<file path="src/rtl/wrap_extend_counter.sv">
// wrap_extend_counter: extends an upstream N-bit counter with a wrap-driven upper count,
// flagging any non-hold/non-step change on q_in as a sticky fault.
module wrap_extend_counter #(
  parameter int N = 3,
  parameter int WIDTH = 4
) (
  input  logic               clk,
  input  logic               clear,
  input  logic [N-1:0]       q_in,
  input  logic               en,
  input  logic [WIDTH-1:0]   limit,
  input  logic               err_clr,
  output logic [WIDTH-1:0]   hi_cnt,
  output logic [WIDTH+N-1:0] full_cnt,
  output logic               wrap,
  output logic               tc,
  output logic               locked,
  output logic               err
);
  typedef enum logic [1:0] {SYNC, TRACK, FAULT} state_t;
  state_t state, state_nx;
  logic [N-1:0] q_prev;
  logic [WIDTH-1:0] hi_nx, top;
  logic wrap_nx, tc_nx, err_nx, hold, step, wrap_ev, roll;
  // limit 0 underflows to all-ones, which gives the natural 2^WIDTH modulo
  assign top = limit - WIDTH'(1);
  assign hold = q_in == q_prev;
  assign step = q_in == q_prev + N'(1);
  assign wrap_ev = step && q_in == '0;
  assign roll = en && hi_cnt >= top;
  assign full_cnt = {hi_cnt, q_prev};
  always_comb begin
    state_nx = state;
    hi_nx = hi_cnt;
    wrap_nx = 1'b0;
    tc_nx = 1'b0;
    err_nx = err;
    case (state)
      SYNC: state_nx = TRACK;
      TRACK:
        if (!hold && !step) begin
          state_nx = FAULT;
          err_nx = 1'b1;
        end else if (wrap_ev) begin
          wrap_nx = 1'b1;
          tc_nx = roll;
          hi_nx = roll ? '0 : hi_cnt + WIDTH'(en);
        end
      default:
        if (err_clr) begin
          state_nx = SYNC;
          err_nx = 1'b0;
        end
    endcase
  end
  always_ff @(posedge clk or negedge clear) begin
    if (!clear) begin
      state <= SYNC;
      q_prev <= '0;
      hi_cnt <= '0;
      wrap <= 1'b0;
      tc <= 1'b0;
      err <= 1'b0;
      locked <= 1'b0;
    end else begin
      state <= state_nx;
      q_prev <= q_in;
      hi_cnt <= hi_nx;
      wrap <= wrap_nx;
      tc <= tc_nx;
      err <= err_nx;
      locked <= state_nx == TRACK;
    end
  end
endmodule

</file>
<file path="config.mk">
export PLATFORM = sky130hd
export DESIGN_NAME = wrap_extend_counter
export DESIGN_NICKNAME = d
export VERILOG_FILES = /design/src/rtl/wrap_extend_counter.sv
export SDC_FILE = /design/constraint.sdc
export NUM_CORES = 1
export LEC_CHECK = 0
export ABC_CLOCK_PERIOD_IN_PS = 3400
export BUFFER_PORTS_ARGS = -buffer_cell sky130_fd_sc_hd__buf_2
export CORE_UTILIZATION = 51
export DETAILED_ROUTE_END_ITERATION = 10
export GPL_TIMING_DRIVEN = 1
export PLACE_DENSITY_LB_ADDON = 0.08
export SLEW_MARGIN = 30
export SYNTH_ARGS = -nofsm -noshare
export SYNTH_HDL_FRONTEND = slang
export SYNTH_SLANG_ARGS = --single-unit
</file>
<file path="constraint.sdc">
create_clock -name clk -period 3.4 [get_ports clk]
set_clock_uncertainty 0.2 [all_clocks]
set_input_delay 0.68 -clock clk [delete_from_list [all_inputs] [get_ports clk]]
set_output_delay 0.68 -clock clk [all_outputs]
set_load 0.005 [all_outputs]
</file>
==> impl_metrics.json <==
{
  "crit_chain": "buf_2 > inv_1 > ha_1 > xnor2_1 > ha_1 > o21ai_0 > a21oi_1 > o21ai_0 > a31o_2",
  "cell_internal_pwr_w": 0.000322,
  "synth_area_leaders": "dfrtp_1 42%, ha_1 13%, xnor2_1 6.9%, buf_4 3.9%, inv_1 3.4%",
  "cp_slowest_cell": "o21ai_0",
  "min_period_over_period_pct": 67.0,
  "grt_antenna_before_repair": 0,
  "slew_headroom_pct": 64.7,
  "cp_max_fo": 5,
  "yosysTopAreaCell": "dfrtp_1",
  "final_cell_mix": "25 x buf_2, 13 x dfrtp_1, 8 x ha_1, 7 x inv_1, 7 x nor2_1",
  "synth_seq_cells": 13,
  "leakage_nw": 0.483,
  "syn_nets": 93,
  "tritoncts": "built",
  "htreeDepth": 1,
  "port_buffers": 25,
  "ctsHoldBuffers": 0,
  "rr_endpoint": "hi_cnt[0]$_DFFE_PN0P_",
  "finalSetupTns_ns": 0,
  "drtPass1Iterations": 4,
  "clkTransAtPathRegs_ns": 0.08,
  "fin_crit_ns": 2.28,
  "power_density_nw_per_um2": 523,
  "r2r_slack_ns": 1.45,
  "ys_seq_area_share_pct": 42.5,
  "worstPathRequired_ns": 3.41,
  "die_h_um": 40.8,
  "syn_area_per_cell_um2": 10.3,
  "maxSlewViolCount": 0,
  "r2r_start": "hi_cnt[0]$_DFFE_PN0P_",
  "syn2layout_area_growth_pct": 18.3,
  "gp_congestion": 0.739,
  "ys_types": 25,
  "clock_power_share_pct": 19.4,
  "fin_cells": 114,
  "yosysTopAreaCellShare_pct": 42.5,
  "via_per_inst": 5.24,
  "cts_buffers": 3,
  "grt_pass1_vias": 505,
  "post_cts_buffers": 0,
  "hold_viol": 0,
  "drv_cap": 0,
  "grt_use_total_pct": 19.2,
  "final_common_cell": "buf_2",
  "worst_slack_ns": 1.12,
  "start_util_pct": 56.7,
  "final_antenna_net_count": 0,
  "clkSinkCount": 13,
  "placed_area_um2": 880,
  "crit_type": "input pin to flop",
  "std_cell_rows": 13,
  "p_seq_share_pct": 46.6,
  "endpoint_kind": "flop",
  "critPathBufInv": 2,
  "syn_inst": 74,
  "critPathMaxStageDelay_ns": 0.44,
  "antennaDiodeCount": 0,
  "die_x_um": 40.8,
  "pin_count": 26,
  "finalInstanceArea_um2": 906,
  "wl_per_cell_um": 11.6,
  "fin_util_pct": 67.1,
  "grt_max_degree": 14,
  "grt_pass1_wl_um": 2060,
  "grt_setup_unrepaired": "no",
  "status": "finished clean",
  "worstMarginPinSlew_ns": 0.524,
  "fmax_mhz": 439,
  "cts_resized": 0,
  "fp.dieArea_um2": 1660,
  "p_comb_share_pct": 34.0,
  "synth_area_um2": 766,
  "ff2ff_path_depth": 6,
  "start_kind": "input pin",
  "final_layout_size_suffix_gt1_share_pct": 35.4,
  "vias": 597,
  "first_iter_violations": 9,
  "cts_root_buffer": "clkbuf_4",
  "irDropWorstVdd_mv": 0.259,
  "switching_share_pct": 32.1,
  "yosys_warnings": 0,
  "path_delay_family": "compound AO/OA/AOI/OAI gates",
  "routed_wl_um": 1330,
  "grt_overflow": 0,
  "drc": 0,
  "arrival_ns": 2.29,
  "final-setup-viol-count": 0,
  "dp_cells": 110,
  "nets": 119,
  "hp-class": "input pin to asynchronous set/reset pin",
  "hpwlAfterDp_um": 1090,
  "cts.path.max_buffers": 2,
  "dp_slack_ns": 0.822,
  "power_switching_w": 0.000152,
  "insertion_delay_ns": 0.26,
  "core_area_um2": 1350
}
## how the worst max path moves through the flow
stage              from                     to  slack (ns)  cells past startpoint
2_1_floorplan  limit[0]  hi_cnt[0]$_DFFE_PN0P_        1.11                      8
3_3_place_gp   limit[0]  hi_cnt[0]$_DFFE_PN0P_        0.90                      9
3_5_place_dp   limit[0]  hi_cnt[3]$_DFFE_PN0P_        0.82                      9
4_1_cts        limit[0]  hi_cnt[0]$_DFFE_PN0P_        1.11                      9
5_1_grt        limit[0]  hi_cnt[0]$_DFFE_PN0P_        0.92                      9
6_report       limit[0]  hi_cnt[0]$_DFFE_PN0P_        1.12                      9
## worst reg2reg max path, delay by kind of cell (launching register included)
family | cells | cell delay, ns
buffers and inverters | 1 | 0.08
DFF | 1 | 0.39
AOI/OAI and AO/OA | 4 | 0.97
adders and majority gates | 1 | 0.26
## sequential cells by signal (all words and copies together) (netlist names)
signal / flops
state: 2
locked: 1
q_prev: 3
wrap: 1
tc: 1
err: 1
hi_cnt: 4
## kinds of logic after synthesis
kind of cell,synth area share (%)
xor gates and xnor gates,9.15
adders and majority gates,13.1
AOI/OAI and AO/OA,15.0
DFF,42.5
buffers and inverters,7.84
and+or+nand+nor,12.4
## power groups by stage
stage	clock (W)	sequential, W	combinational (W)
after floorplan	0	0.000223	0.000111
after global placement	0	0.000224	0.000160
after detailed placement	0	0.000224	0.000164
after CTS	0.0000953	0.000221	0.000165
after global routing	0.000103	0.000227	0.000187
final	0.0000920	0.000221	0.000161
## synth_stat cells (all sizes together)
library cell	n
nor3b	1
buf	4
nor3	3
o21ai	4
ha	8
nor2	8
nand2b	1
a22o	3
nand3	2
and2	1
a311oi	1
a21oi	3
and4bb	1
o31ai	1
xor2	2
xnor2	6
a21boi	1
a31o	2
dfrtp	13
inv	8
a21o	1
## stage by stage
step                      hold WS, ns  power [W]
after floorplan                 0.184   0.000335
after global placement          0.311   0.000384
after detailed placement        0.318   0.000388
after CTS                      0.0823   0.000481
after global routing           0.0926   0.000518
final                          0.0805   0.000474
## layer usage
layer / global-route usage, % / vias to the layer above / part of all wire [%]
met5: 0 / - / 0
met4: 10.0 / 0 / 0.90
met3: 3.26 / 2 / 4.4
met2: 33.7 / 23 / 48
met1: 22.1 / 271 / 46
li1: - / 301 / -
## layout make-up
| cell class | count | area, um2 |
|---|---|---|
| Fill cell | 113 | 444 |
| Multi-Input combinational cell | 49 | 380 |
| Sequential cell | 13 | 325 |
| Timing Repair Buffer | 25 | 125 |
| Inverter | 8 | 30.0 |
| Clock buffer | 4 | 26.3 |
| Tap cell | 15 | 18.8 |
Power figures use the tool's default switching activity.
